$ cat src/rtl/memb_arb_pkg.sv
// Shared definitions for the port-B memory arbiter: state encoding,
// requester ids and default bus widths.
package memb_arb_pkg;

  localparam int unsigned MEMB_ADDR_W = 14;
  localparam int unsigned MEMB_DATA_W = 64;

  typedef enum logic [1:0] {
    ST_NORMAL = 2'd0,
    ST_LOCK   = 2'd1,
    ST_DRAIN  = 2'd2
  } memb_state_e;

  typedef enum logic {
    SRC_LD  = 1'b0,
    SRC_CPU = 1'b1
  } memb_src_e;

endpackage

$ cat src/rtl/memb_arb_rdpipe.sv
// Read-return tracker: a valid/id shift register, one stage per cycle
// between grant and port-B read data arriving.
module memb_rdpipe
  import memb_arb_pkg::*;
#(
  parameter int unsigned DEPTH = 2
) (
  input  logic      clk,
  input  logic      rst_n,
  input  logic      push_vld,
  input  memb_src_e push_id,
  output logic      out_vld,
  output memb_src_e out_id,
  output logic      more_pending
);

  logic [DEPTH-1:0] vld_q, vld_d;
  logic [DEPTH-1:0] id_q, id_d;

  // Advance every stage each cycle; stage 0 takes the new read grant.
  always_comb begin
    vld_d = {vld_q[DEPTH-2:0], push_vld};
    id_d  = {id_q[DEPTH-2:0], logic'(push_id)};
  end

  // Pipeline registers; reset discards any reads in flight.
  always_ff @(posedge clk or negedge rst_n) begin
    if (!rst_n) begin
      vld_q <= '0;
      id_q  <= '0;
    end else begin
      vld_q <= vld_d;
      id_q  <= id_d;
    end
  end

  // The final stage is delivering this cycle; anything earlier is still to come.
  always_comb begin
    out_vld      = vld_q[DEPTH-1];
    out_id       = memb_src_e'(id_q[DEPTH-1]);
    more_pending = |vld_q[DEPTH-2:0];
  end

endmodule

$ cat src/rtl/memb_arb.sv
// Two-requester arbiter (loader, CPU) for a memory port B, with a
// loader lock mode and a drain phase before normal arbitration resumes.
module memb_arb
  import memb_arb_pkg::*;
#(
  parameter int unsigned ADDR_W   = MEMB_ADDR_W,
  parameter int unsigned DATA_W   = MEMB_DATA_W,
  parameter int unsigned READ_LAT = 1
) (
  input  logic              clk,
  input  logic              rst_n,
  input  logic              flsh,
  input  logic              ld_req,
  input  logic              ld_we,
  input  logic [ADDR_W-1:0] ld_addr,
  input  logic [DATA_W-1:0] ld_din,
  output logic              ld_gnt,
  output logic              ld_rvalid,
  output logic [DATA_W-1:0] ld_rdata,
  input  logic              cpu_req,
  input  logic              cpu_we,
  input  logic [ADDR_W-1:0] cpu_addr,
  input  logic [DATA_W-1:0] cpu_din,
  output logic              cpu_gnt,
  output logic              cpu_rvalid,
  output logic [DATA_W-1:0] cpu_rdata,
  output logic              enb,
  output logic              web,
  output logic [ADDR_W-1:0] addrb,
  output logic [DATA_W-1:0] dinb,
  input  logic [DATA_W-1:0] doutb,
  output logic [1:0]        lock_st
);

  memb_state_e       state_q, state_d;
  logic              favour_ld_q, favour_ld_d;
  logic              enb_q, enb_d;
  logic              web_q, web_d;
  logic [ADDR_W-1:0] addrb_q, addrb_d;
  logic [DATA_W-1:0] dinb_q, dinb_d;

  logic              gnt_any;
  logic              sel_we;
  logic [ADDR_W-1:0] sel_addr;
  logic [DATA_W-1:0] sel_din;
  logic              rd_push;
  memb_src_e         rd_push_id;
  logic              ret_vld;
  memb_src_e         ret_id;
  logic              rd_more;

  // State register.
  always_ff @(posedge clk or negedge rst_n) begin
    if (!rst_n) begin
      state_q <= ST_NORMAL;
    end else begin
      state_q <= state_d;
    end
  end

  // Next state: lock on flush, drain outstanding reads once flush drops.
  always_comb begin
    state_d = state_q;
    case (state_q)
      ST_NORMAL: if (flsh) state_d = ST_LOCK;
      ST_LOCK:   if (!flsh) state_d = ST_DRAIN;
      ST_DRAIN: begin
        if (flsh)          state_d = ST_LOCK;
        else if (!rd_more) state_d = ST_NORMAL;
      end
      default:   state_d = ST_NORMAL;
    endcase
  end

  // Grants: round-robin in NORMAL, loader-only under flush/LOCK, none in DRAIN.
  always_comb begin
    ld_gnt  = 1'b0;
    cpu_gnt = 1'b0;
    case (state_q)
      ST_NORMAL: begin
        if (flsh) begin
          ld_gnt = ld_req;
        end else if (ld_req && cpu_req) begin
          ld_gnt  = favour_ld_q;
          cpu_gnt = !favour_ld_q;
        end else begin
          ld_gnt  = ld_req;
          cpu_gnt = cpu_req;
        end
      end
      ST_LOCK: ld_gnt = ld_req;
      default: ;
    endcase
  end

  // Round-robin pointer moves only when a contested NORMAL arbitration grants.
  always_comb begin
    favour_ld_d = favour_ld_q;
    if (state_q == ST_NORMAL && !flsh && ld_req && cpu_req) begin
      favour_ld_d = cpu_gnt;
    end
  end

  // Next port-B drive from the granted request; address and data hold when idle.
  always_comb begin
    gnt_any    = ld_gnt | cpu_gnt;
    sel_we     = cpu_gnt ? cpu_we   : ld_we;
    sel_addr   = cpu_gnt ? cpu_addr : ld_addr;
    sel_din    = cpu_gnt ? cpu_din  : ld_din;
    enb_d      = gnt_any;
    web_d      = gnt_any & sel_we;
    addrb_d    = gnt_any ? sel_addr : addrb_q;
    dinb_d     = dinb_q;
    if (gnt_any) begin
      dinb_d = sel_we ? sel_din : '0;
    end
    rd_push    = gnt_any & ~sel_we;
    rd_push_id = cpu_gnt ? SRC_CPU : SRC_LD;
  end

  // Port-B drive registers and arbitration pointer.
  always_ff @(posedge clk or negedge rst_n) begin
    if (!rst_n) begin
      favour_ld_q <= 1'b1;
      enb_q       <= 1'b0;
      web_q       <= 1'b0;
      addrb_q     <= '0;
      dinb_q      <= '0;
    end else begin
      favour_ld_q <= favour_ld_d;
      enb_q       <= enb_d;
      web_q       <= web_d;
      addrb_q     <= addrb_d;
      dinb_q      <= dinb_d;
    end
  end

  memb_rdpipe #(
    .DEPTH(READ_LAT + 1)
  ) u_rdpipe (
    .clk         (clk),
    .rst_n       (rst_n),
    .push_vld    (rd_push),
    .push_id     (rd_push_id),
    .out_vld     (ret_vld),
    .out_id      (ret_id),
    .more_pending(rd_more)
  );

  // Read returns routed to their requester; data is zero when not valid.
  always_comb begin
    ld_rvalid  = ret_vld && (ret_id == SRC_LD);
    cpu_rvalid = ret_vld && (ret_id == SRC_CPU);
    ld_rdata   = ld_rvalid  ? doutb : '0;
    cpu_rdata  = cpu_rvalid ? doutb : '0;
    enb        = enb_q;
    web        = web_q;
    addrb      = addrb_q;
    dinb       = dinb_q;
    lock_st    = state_q;
  end

endmodule

$ cat config.mk
export PLATFORM = sky130hd
export DESIGN_NAME = memb_arb
export DESIGN_NICKNAME = d
export VERILOG_FILES = /design/src/rtl/memb_arb_pkg.sv /design/src/rtl/memb_arb_rdpipe.sv /design/src/rtl/memb_arb.sv
export SDC_FILE = /design/constraint.sdc
export NUM_CORES = 1
export LEC_CHECK = 0
export CAP_MARGIN = 20
export CORE_AREA = 2 2 170 172
export DETAILED_ROUTE_END_ITERATION = 7
export DIE_AREA = 0 0 172 174
export PLACE_DENSITY = 0.57
export SLEW_MARGIN = 0
export SYNTH_ARGS = -nofsm -noshare
export SYNTH_HDL_FRONTEND = slang
export SYNTH_SLANG_ARGS = --single-unit
$ cat constraint.sdc
create_clock -name clk -period 1.8 [get_ports clk]
set_clock_uncertainty 0.15 [all_clocks]
set_input_delay 0.36 -clock clk [delete_from_list [all_inputs] [get_ports clk]]
set_output_delay 0.36 -clock clk [all_outputs]
set_load 0.02 [all_outputs]
Word-level counts from Yosys, hierarchy flattened
Cells that the tools add are included.
- bits in registers: 87
- output and inout port bits: 214
- reduce and logical (&&, ||, !) cells: 10
- multiplexer cells: 18
- eq/ne operators: 5
- bitwise operators: 5
- operators with widths (cell ; number):
    $mux W64 ; 4
    $mux W14 ; 1
    $mux W2 ; 4
    $mux W1 ; 7
    $logic_and A1 B1 Y1 ; 6
    $pmux W2 S3 ; 1
    $ne A2 B2 Y1 const B ; 2
    $ne A3 B3 Y1 const B ; 1
    $reduce_and A3 Y1 ; 1
    $and A1 B1 Y1 ; 2
    $eq A2 B1 Y1 const B ; 1
    $eq A2 B2 Y1 const B ; 1
    $logic_not A1 Y1 ; 2
    $logic_not A2 Y1 ; 1
    $not A1 Y1 ; 2
    $pmux W1 S2 ; 1
    $or A1 B1 Y1 ; 1

Longest topological paths before layout
- depth after elaboration: 7
- mapped depth: 6

Modules after synthesis
A second synthesis with hierarchy kept.
- cells, all modules: 554
- area, all modules: 5134.9 um2
- modules (own cells, without submodules) (module ; cells each ; instances ; area an instance (um2)):
    memb_arb ; 550 ; 1 ; 5034.8
    memb_rdpipe ; 4 ; 1 ; 100.1

Worst setup path before layout
OpenSTA, ideal clock, no wires.
- path type: reg2reg
- start point: register state_q[0], in the netlist lock_st[0]
- end point: register dinb_q[0], in the netlist dinb[0]
- clock period less this slack: 2029 ps
- path slack: -229 ps
- library setup time: 126 ps
- data required time: 1524 ps
- cell stages (with the launch flop): 7
- data arrival time: 1753 ps
- path through: dfrtp_1 -> or3b_1 -> buf_2 -> o211a_1 -> buf_6 -> buf_6 -> a221o_1
- cells in the longest elaborated chain, start to end: 4
- elaborated cells on any way between the ends: 8
- those cells by class: 1 x eq/ne; 5 x mux; 1 x bitwise; 1 x reduce/logical
- RTL lines (element ; line ; source):
    from (decl) ; memb_arb.sv:35 ; memb_state_e state_q, state_d;
    from (signal assigned) ; memb_arb.sv:57 ; state_q <= state_d;
    $logic_not A2 Y1 ; memb_arb.sv:79 ; case (state_q)
    $mux W1 ; memb_arb.sv:79 ;
    $mux W64 / $mux W1 (equally long branches) ; memb_arb.sv:109, memb_arb.sv:107 ;
    $mux W64 ; memb_arb.sv:115 ; dinb_d = sel_we ? sel_din : '0;
    to (signal assigned) ; memb_arb.sv:134 ; dinb_q <= dinb_d;
    to (decl) ; memb_arb.sv:40 ; logic [DATA_W-1:0] dinb_q, dinb_d;
Parallel ways exist; a longest one is shown, timed or not.
A chain may end at the register's enable or synchronous reset.

Final worst setup path
- start point: register state_q[0], in the netlist lock_st[0]
- end point: output port cpu_gnt
- cells in the longest elaborated chain, start to end: 2
- RTL lines (element ; line ; source):
    $logic_not A2 Y1 ; memb_arb.sv:79 ;
    $mux W1 ; memb_arb.sv:79 ;
    to (decl) ; memb_arb.sv:24 ; output logic cpu_gnt,
No other way between the ends.

==> metrics.txt <==
count of cell types in the netlist 28; FF-to-FF setup slack -210 ps; CP max stage delay 430 ps; worst setup path endpoint cpu_gnt; critical path class flop to output pin; CTS clk-pin slew, worst paths 70 ps; CTS buffer count 9; maximum root-to-sink buffer count 2; Crit Path Max Fanout 3; Total Power 7.56 mW; Die X between 150 and 200 µm; Hold Vio Cnt, Final 0; Vias/cell 4.52; sw power ~2.5 mW; Max Slew Vio Count 0; Max Clock Freq approximately 0.48 GHz; Critical Path Start lock_st[0]; Leakage roughly 5.2 nW; clock latency on the worst-skew pair 340 ps; vias 6,168; Net Sw Frac 0.332; part of the power in the clock network 0.266; Area after DPL approximately 10,000 µm²; Total GRT Usage 0.176; sequential share of the synthesized area 0.449; TritonCTS clock tree done; DR iter-0 viols between 200 and 250; sequential share of power 0.314; P per Cell Area 647 nW/µm²; Int Pwr 5.05 mW; Tightest Pin Transition 322 ps; Cells after Synth 481; io pins 441; Sequential Area 2180 µm²; share of cells above drive strength 1 0.385; Synth area leader dfrtp_1; die area 29,900 µm²; Core Region around 28,000 µm²; crit end category output pin; R2R cell count 5; number of synthesized register bits 87; Final #Nets 1,202; largest net degree at the start of global routing between 40 and 50; critical-path cell list or3b_4 -> buf_12 -> nor2_4 -> buf_6; reg2reg end dinb[56]; DIE HEIGHT 174 µm; H-tree depth 3; vias in the first global route between 6,000 and 7,000; # DRC 0; Final WS setup -268 ps; Final Non-Filler Cells ~1,400; Final min period 2070 ps; Rows 62; CTS Sinks 87; Post-Syn Area per Cell 10.1 µm²; dpl cells 1,299; Worst Hold Class flop to flop; proportion of power drawn by combinational gates 0.420; initial antenna violation count 2; post-DP HPWL 20.4 mm; first-pass GRT wire length roughly 39 mm; Placer Congestion 0.787; Multi-input gate area approximately 2900 µm²; grt total ovfl 0; Worst Path Arrival roughly 1600 ps; final instance area 11,700 µm²; Crit Reg-Reg Startpoint lock_st[0]; Initial DRT Pass Iterations 5; max-cap violation count 0; failing checks negative setup slack; Starting Density 0.172; Slew Limit Headroom 0.786; Post-DRT Antenna Nets 0; hold slack 201 ps; Req. time, crit path 1290 ps; status complete, but fails checks; Synth Net Count 708; setup violators final between 150 and 200; mapped cell area 4850 µm²; Total Wirelength 29.5 mm; RSZ-0062 raised after global routing yes; ant diodes 0; Ys Warns 0; share of the synthesized area in the top cell type 0.444; setup tns final -35,370 ps; DP Worst Slack -808 ps; I/O Buffers 440; Layout area overhead 141%; Slowest cell on crit path or3b_4; CTS root buffer clkbuf_16; maximum vdd drop 0.376 mV; startpoint types flop; Routed wire per std cell 21.6 µm; fillcell total approximately 2,700; main area contributors after synthesis dfrtp_1 44%, a221o_1 13%, nor3b_1 9.9%; period utilisation layout 1.15; final core occ 0.414
## flip-flops by register name, indices dropped and copies added (netlist names)
name / cells
lock_st: 2
web: 1
u_rdpipe.vld_q: 2
favour_ld_q: 1
dinb: 64
u_rdpipe.id_q: 2
addrb: 14
enb: 1
## placed cells by master (no fill, tap or decap), drive strengths merged, types with 3 or more instances in the layout
cell type      Yosys  routed
buf               18     225
nor3b             65      65
dlygate4sd2        0      82
clkdlybuf4s50      0     223
a221o             64      64
and2              65      65
nand3             15      15
a31oi             14      14
clkbuf            41      19
inv                0       3
o21ai             15      15
nor3              14      14
and3              66      66
dfrtp             86      86
## kinds of logic after synthesis
family | Yosys count | share of synthesized area
AO/OA/AOI/OAI | 100 | 0.176
XOR/XNOR | 1 | 0.00181
buffers and inverters | 59 | 0.0593
flip-flops | 87 | 0.449
AND/OR/NAND/NOR | 234 | 0.314
## synthesized netlist by cell type
| cell | count |
|---|---|
| nor4b_2 | 1 |
| nor3b_1 | 64 |
| nor2_1 | 1 |
| buf_2 | 11 |
| a21oi_1 | 2 |
| clkbuf_1 | 41 |
| nor3b_2 | 1 |
| and2_1 | 65 |
| nor2b_1 | 2 |
| a31oi_1 | 14 |
| buf_6 | 7 |
| dfrtp_1 | 86 |
| xnor2_1 | 1 |
| a21boi_0 | 2 |
| nand2_1 | 1 |
| o21ai_0 | 15 |
| or3b_1 | 1 |
| o211a_1 | 1 |
| a221o_1 | 64 |
| and3_1 | 66 |
| dfstp_2 | 1 |
| a21o_1 | 1 |
| or2_2 | 1 |
| o21a_1 | 1 |
| nand2b_1 | 1 |
| nor3_1 | 14 |
| nand3_1 | 15 |
| nand3b_1 | 1 |
## layout make-up
type                       count  area share
clock buffer                  10      0.0204
clock inverter                 6     0.00567
multi-input combinational    335       0.245
sequential                    87       0.187
tap                          384      0.0411
timing repair buffer         542       0.501
## repair_timing
action / CTS / global route
hold buffers: 1 / 0
setup endpoints to repair: 294 / 210
gates cloned: 10 / 12
hold endpoints to repair: 13 / 0
resized for setup: 798 / 165
pin swaps: 6 / 27
buffers inserted: 23 / 11
## layer usage
| layer | track usage | vias up | wire, µm |
|---|---|---|---|
| li1 | - | 2814 | - |
| met1 | 0.176 | 2984 | 10300 |
| met2 | 0.331 | 329 | 15500 |
| met3 | 0.0683 | 37 | 2950 |
| met4 | 0.0564 | 4 | 745 |
| met5 | 0 | - | 26 |
## critical path: cells and delay by family, from the launching register on
kind,cells,cell delay [ps]
buffers and inverters,2,290
flip-flops,1,400
AND/OR/NAND/NOR,2,520
## power groups by stage
stage | Combinational (mW) | Sequential [mW] | Clock [mW]
floorplan | 0.838 | 2.69 | 0
global placement | 2.82 | 2.41 | 0
detailed placement | 2.82 | 2.42 | 0
CTS | 2.97 | 2.38 | 2.07
global route | 3.35 | 2.41 | 2.14
finish | 3.17 | 2.37 | 2.01
## how the worst min path moves through the flow
stage | startpoint | to | slack [ps] | cells after the start
after floorplan | rst_n | addrb[0] | -90 | 0
after global placement | rst_n | dinb[18] | 90 | 1
after detailed placement | rst_n | dinb[18] | 90 | 1
after CTS | u_rdpipe.id_q[0] | u_rdpipe.id_q[1] | 200 | 0
after global routing | u_rdpipe.id_q[0] | u_rdpipe.id_q[1] | 210 | 0
final | u_rdpipe.id_q[0] | u_rdpipe.id_q[1] | 200 | 0
(Power assumes the default switching activity.)
